## src/rtl/uart_rx.sv

```systemverilog
// UART receiver: 2-flop synchroniser, mid-bit sampling FSM,
// 8N1 frames with optional even parity and error flags.
module uart_rx #(
  parameter int CLKS_PER_BIT = 16,
  parameter int DATA_W       = 8
) (
  input  logic       i_rx_clk,
  input  logic       i_rx_rst,
  input  logic       i_rx_data_in,
  input  logic       i_parity_bit,
  output logic [7:0] o_rx_data_out,
  output logic       o_rx_data_valid,
  output logic       o_rx_busy,
  output logic       o_parity_err,
  output logic       o_frame_err
);

  localparam int H  = CLKS_PER_BIT / 2;
  localparam int CW = $clog2(CLKS_PER_BIT);

  localparam logic [CW-1:0] C_LAST = CW'(CLKS_PER_BIT - 1);
  localparam logic [CW-1:0] C_HALF = CW'(H - 1);
  localparam logic [CW-1:0] C_ONE  = CW'(1);
  localparam logic [2:0]    I_LAST = 3'(DATA_W - 1);

  localparam logic [2:0] S_IDLE  = 3'd0;
  localparam logic [2:0] S_START = 3'd1;
  localparam logic [2:0] S_DATA  = 3'd2;
  localparam logic [2:0] S_PAR   = 3'd3;
  localparam logic [2:0] S_STOP  = 3'd4;
  localparam logic [2:0] S_WAIT  = 3'd5;

  logic              r_sync1;
  logic              r_sync2;
  logic [2:0]        r_state;
  logic [CW-1:0]     r_cnt;
  logic [2:0]        r_idx;
  logic [DATA_W-1:0] r_data;
  logic              r_par_en;
  logic              r_perr;
  logic [7:0]        r_out;
  logic              r_valid;
  logic              r_perr_o;
  logic              r_ferr_o;

  logic w_rx;
  logic w_tick;
  logic w_mid;

  assign w_rx   = r_sync2;
  assign w_tick = (r_cnt == C_LAST);
  assign w_mid  = (r_cnt == C_HALF);

  always_ff @(posedge i_rx_clk or negedge i_rx_rst) begin
    if (!i_rx_rst) begin
      r_sync1  <= 1'b1;
      r_sync2  <= 1'b1;
      r_state  <= S_IDLE;
      r_cnt    <= '0;
      r_idx    <= '0;
      r_data   <= '0;
      r_par_en <= 1'b0;
      r_perr   <= 1'b0;
      r_out    <= 8'h00;
      r_valid  <= 1'b0;
      r_perr_o <= 1'b0;
      r_ferr_o <= 1'b0;
    end else begin
      r_sync1 <= i_rx_data_in;
      r_sync2 <= r_sync1;
      r_valid <= 1'b0;
      case (r_state)
        S_IDLE: begin
          if (!w_rx) begin
            // detect cycle already counts as the first low clock
            r_state  <= S_START;
            r_cnt    <= C_ONE;
            r_idx    <= '0;
            r_par_en <= i_parity_bit;
            r_perr   <= 1'b0;
          end
        end
        S_START: begin
          if (w_mid) begin
            r_cnt   <= '0;
            r_state <= w_rx ? S_IDLE : S_DATA;
          end else begin
            r_cnt <= r_cnt + C_ONE;
          end
        end
        S_DATA: begin
          if (w_tick) begin
            r_cnt  <= '0;
            r_data <= {w_rx, r_data[DATA_W-1:1]};
            if (r_idx == I_LAST) begin
              r_idx   <= '0;
              r_state <= r_par_en ? S_PAR : S_STOP;
            end else begin
              r_idx <= r_idx + 3'd1;
            end
          end else begin
            r_cnt <= r_cnt + C_ONE;
          end
        end
        S_PAR: begin
          if (w_tick) begin
            r_cnt   <= '0;
            r_perr  <= w_rx ^ (^r_data);
            r_state <= S_STOP;
          end else begin
            r_cnt <= r_cnt + C_ONE;
          end
        end
        S_STOP: begin
          if (w_tick) begin
            r_cnt    <= '0;
            r_out    <= 8'(r_data);
            r_valid  <= 1'b1;
            r_perr_o <= r_par_en & r_perr;
            r_ferr_o <= ~w_rx;
            // a low stop bit means break: hold off until line idles
            r_state  <= w_rx ? S_IDLE : S_WAIT;
          end else begin
            r_cnt <= r_cnt + C_ONE;
          end
        end
        S_WAIT: begin
          if (w_rx) r_state <= S_IDLE;
        end
        default: r_state <= S_IDLE;
      endcase
    end
  end

  assign o_rx_data_out   = r_out;
  assign o_rx_data_valid = r_valid;
  assign o_rx_busy       = (r_state != S_IDLE);
  assign o_parity_err    = r_perr_o;
  assign o_frame_err     = r_ferr_o;

endmodule

```

## config.mk

```make
export PLATFORM = sky130hd
export DESIGN_NAME = uart_rx
export DESIGN_NICKNAME = d
export VERILOG_FILES = /design/src/rtl/uart_rx.sv
export SDC_FILE = /design/constraint.sdc
export NUM_CORES = 1
export LEC_CHECK = 0
export ABC_AREA = 1
export CAP_MARGIN = 20
export CORE_ASPECT_RATIO = 0.8
export CORE_MARGIN = 8
export CORE_UTILIZATION = 30
export CTS_CLUSTER_SIZE = 8
export DETAILED_ROUTE_END_ITERATION = 6
export REMOVE_ABC_BUFFERS = 1
export SYNTH_ARGS = -nofsm -noshare
export SYNTH_HDL_FRONTEND = slang
export SYNTH_SLANG_ARGS = --single-unit
```

## constraint.sdc

```tcl
create_clock -name i_rx_clk -period 3.5 [get_ports i_rx_clk]
set_input_delay 0.7 -clock i_rx_clk [delete_from_list [all_inputs] [get_ports i_rx_clk]]
set_output_delay 0.7 -clock i_rx_clk [all_outputs]
set_load 0.05 [all_outputs]
```

==> flow_summary.rst <==
.. list-table::
   :header-rows: 1

   * - Metric
     - Value
   * - Clock root buffer
     - sky130_fd_sc_hd__clkbuf_8
   * - Post-CTS resize count
     - 0
   * - Crit. Startpoint
     - r_state[1]$_DFFE_PN0P_
   * - Inserted Diodes
     - 0
   * - Logic gate share of total power
     - 0.292
   * - Final Hold Vio Count
     - 0
   * - Final standard cell utilization of the core
     - 0.363
   * - Average cell area after synthesis
     - 8.33 µm²
   * - Clock transition time at the flip-flop clock pins of the worst setup and hold paths
     - 0.07 ns
   * - Slew headroom
     - 0.616
   * - Number of I/O pins
     - 16
   * - Post-detailed-placement half-perimeter wirelength
     - 2200 µm
   * - Final standard cell area without fillers
     - 1940 µm²
   * - Synthesis-to-finish area growth
     - 19.5%
   * - Worst Path Arrival
     - 1.75 ns
   * - Clk pwr share
     - 0.288
   * - Count of final setup violators
     - 0
   * - Total power density per cell area
     - 562 nW/µm²
   * - Post-placement cell area
     - 1840 µm²
   * - Crit path capture type
     - output port
   * - Net switching power figure
     - 0.000379 W
   * - DP Worst Slack
     - 1.36 ns
   * - Site row count
     - 24
   * - Clock tree from TritonCTS
     - built
   * - CTS Buffer Depth
     - 2
   * - Number of max-cap violations
     - 0
   * - Worst min-delay path startpoint
     - r_sync1$_DFF_PN1_
   * - Area of the multi-input gates
     - 671 µm²
   * - Final net count
     - 222
   * - Wire length of the first global-routing pass
     - 5510 µm
   * - Final clock period utilization by the worst path
     - 0.700
   * - Worst Slack Setup Final
     - 1.05 ns
   * - Routed via count divided by cell count
     - 4.35
   * - Latest clock arrival within the worst-skew pair
     - 0.29 ns
   * - Category of the worst setup path launch point
     - flip-flop
   * - FF-to-FF Start
     - r_cnt[0]$_DFFE_PN0P_
   * - Count of yosys warnings during synthesis
     - 0
   * - Maximum number of pins on one net before global-route repair
     - 34
   * - Time the final worst path needs with I/O delays and setup
     - 2.45 ns
   * - Top library cells by usage in the layout, fill and taps aside
     - sky130_fd_sc_hd__nand2_1, sky130_fd_sc_hd__dfrtp_1, sky130_fd_sc_hd__inv_1
   * - Distinct cell type count of the synthesized netlist
     - 25
   * - Most common library cell in the layout ignoring fill and taps
     - sky130_fd_sc_hd__nand2_1
   * - Sequential power share
     - 0.420
   * - Flops & latches, synth
     - 33
   * - Die Area
     - 8040 µm²
   * - Horizontal die dimension
     - 98.3 µm
   * - Die Span Y
     - 81.8 µm
   * - Worst Setup Path Type
     - reg2out
   * - DRT antenna net count
     - 0
   * - Critical path fanouts, max
     - 6
   * - Standard cell with the maximum stage delay on the critical path
     - sky130_fd_sc_hd__clkdlybuf4s50_1
   * - Drt wl/cell
     - 11.0 µm
   * - Status
     - completed
   * - Pin slew with the least headroom to its limit
     - 0.575 ns
   * - Hold-fix buffers at CTS
     - 0
   * - Total congestion overflow
     - 0
   * - Min-delay worst type
     - reg2reg
   * - Met2 track utilization from global routing
     - 0.126
   * - Residual DRC count
     - 0
   * - Required time of the worst setup path
     - 2.80 ns
   * - Syn Std Cell Area
     - 1620 µm²
   * - Global-route met3 utilization
     - 0.0508
   * - Routability congestion estimate from global placement
     - 0.837
   * - Register area
     - 828 µm²
   * - Number of vias after detailed routing
     - 1223
   * - Initial DRC Count
     - 69
   * - Critical Path, Cell by Cell
     - nor2_2 -> nand2_1 -> clkdlybuf4s50_1
   * - Worst voltage drop across the vdd grid
     - 0.165 mV
   * - Cell internal pwr
     - 0.000713 W
   * - Stage delay of the slowest cell on the critical path
     - 0.82 ns
   * - Via count of the first global-routing pass
     - 1200
   * - Core area
     - 5350 µm²
   * - Critical path's top delay family
     - buffers and inverters
   * - Post-CTS Repair Setup Buffers
     - 0
   * - Final-layout fill cell count
     - 567
   * - CTS sink cnt
     - 33
   * - Buf+Inv Stages, Crit Path
     - 1
   * - Quantity of I/O buffers inserted on ports
     - 15
   * - Met1 Use GR
     - 0.108
   * - Switching share of total power
     - 0.347
   * - Sum of negative setup slack
     - 0 ns
   * - Detailed-routing iteration count for the pre-antenna-repair pass
     - 4
   * - Initial core utilization
     - 0.304
   * - Sequential area share after synthesis
     - 0.510
   * - Unrepaired setup endpoints after global routing
     - false
   * - Deepest level of the CTS H-tree
     - 2
   * - Max Fclk
     - 408 MHz
   * - Pleak
     - 0.980 nW
   * - Clock buffers created by TritonCTS
     - 5
   * - Total wire length after detailed routing
     - 3080 µm
   * - Synth Instances
     - 195
   * - Antenna violations before repair
     - 0
   * - Gr usage total
     - 0.0881
   * - Number of pins exceeding their max-slew limit in the final report
     - 0
   * - Most congested layer reported by global routing
     - met2
   * - Post-route clock skew
     - 0.00409 ns
   * - Fraction of final layout cells sized beyond drive strength 1
     - 0.111
synth_stat cells:
cell	count	share of area
sky130_fd_sc_hd__nand2_1	56	0.13
sky130_fd_sc_hd__dfrtp_1	31	0.48
sky130_fd_sc_hd__inv_1	25	0.058
sky130_fd_sc_hd__nor2_1	18	0.042
sky130_fd_sc_hd__nand3_1	14	0.043
sky130_fd_sc_hd__o21ai_0	14	0.043
sky130_fd_sc_hd__a21oi_1	9	0.028
sky130_fd_sc_hd__ha_1	3	0.023
sky130_fd_sc_hd__mux2_2	3	0.021
sky130_fd_sc_hd__dfstp_2	2	0.032
sky130_fd_sc_hd__inv_2	2	0.0046
sky130_fd_sc_hd__nand2_2	2	0.0077
sky130_fd_sc_hd__nor2_2	2	0.0077
sky130_fd_sc_hd__o211ai_1	2	0.0092
sky130_fd_sc_hd__o31ai_1	2	0.0092
sky130_fd_sc_hd__a21oi_4	1	0.010
sky130_fd_sc_hd__a22o_1	1	0.0054
sky130_fd_sc_hd__buf_2	1	0.0031
sky130_fd_sc_hd__buf_4	1	0.0046
sky130_fd_sc_hd__buf_6	1	0.0069
sky130_fd_sc_hd__nand3_4	1	0.011
sky130_fd_sc_hd__nor2_4	1	0.0069
sky130_fd_sc_hd__nor2b_4	1	0.0085
sky130_fd_sc_hd__o21ai_1	1	0.0031
sky130_fd_sc_hd__xor2_1	1	0.0054
path summary, 6_finish.rpt:
| check | end | cells after the start | slack, ns |
|---|---|---|---|
| hold reg to reg | r_sync2$_DFF_PN1_ | 0 | 0.36 |
| setup reg to reg | r_idx[1]$_DFFE_PN0P_ | 7 | 1.79 |
| min in group asynchronous | o_rx_data_out[2]$_DFFE_PN0P_ | 2 | 0.82 |
| hold / removal | r_sync2$_DFF_PN1_ | 0 | 0.36 |
| max in group asynchronous | r_sync1$_DFF_PN1_ | 2 | 2.35 |
| setup / recovery | o_rx_busy | 3 | 1.05 |
power by group through the flow:
stage	combinational (W)	clock (W)	sequential [W]
final	0.000319	0.000314	0.000458
after CTS	0.000324	0.000333	0.000456
after global routing	0.000360	0.000344	0.000463
after floorplan	0.000248	0	0.000457
after global placement	0.000318	0	0.000463
after detailed placement	0.000323	0	0.000464
layout make-up:
type	instances	share of cell area
Clock inverter	1	0.00258
Tap cell	65	0.0419
Multi-Input combinational cell	132	0.346
Inverter	27	0.0522
Sequential cell	33	0.427
Clock buffer	7	0.0496
Timing Repair Buffer	16	0.0812
registers in the layout (all words and copies together) (netlist names), 3 cells and up:
register	cells
r_data	8
r_cnt	4
r_state	3
o_rx_data_out	8
r_idx	3
per-layer routing:
metal	routed length, µm	vias up
met5	0	-
met4	43	0
met3	270	5
met2	1180	24
met1	1590	534
li1	-	660
kinds of logic after synthesis:
kind of cell,synth area share
muxes,0.0208
adders and majority gates,0.0231
xor gates and xnor gates,0.00539
and+or+nand+nor,0.256
DFF,0.510
AOI/OAI and AO/OA,0.108
buffers and inverters,0.0770
per-stage QoR:
| stage | hold WS, ns | total power, W | instances |
|---|---|---|---|
| final | 0.358 | 0.00109 | 281 |
| after global routing | 0.369 | 0.00117 | 281 |
| after CTS | 0.361 | 0.00111 | 281 |
| after detailed placement | 0.351 | 0.000787 | 273 |
| after global placement | 0.349 | 0.000780 | 273 |
| after floorplan | 0.345 | 0.000705 | 192 |
(Power assumes the default switching activity.)
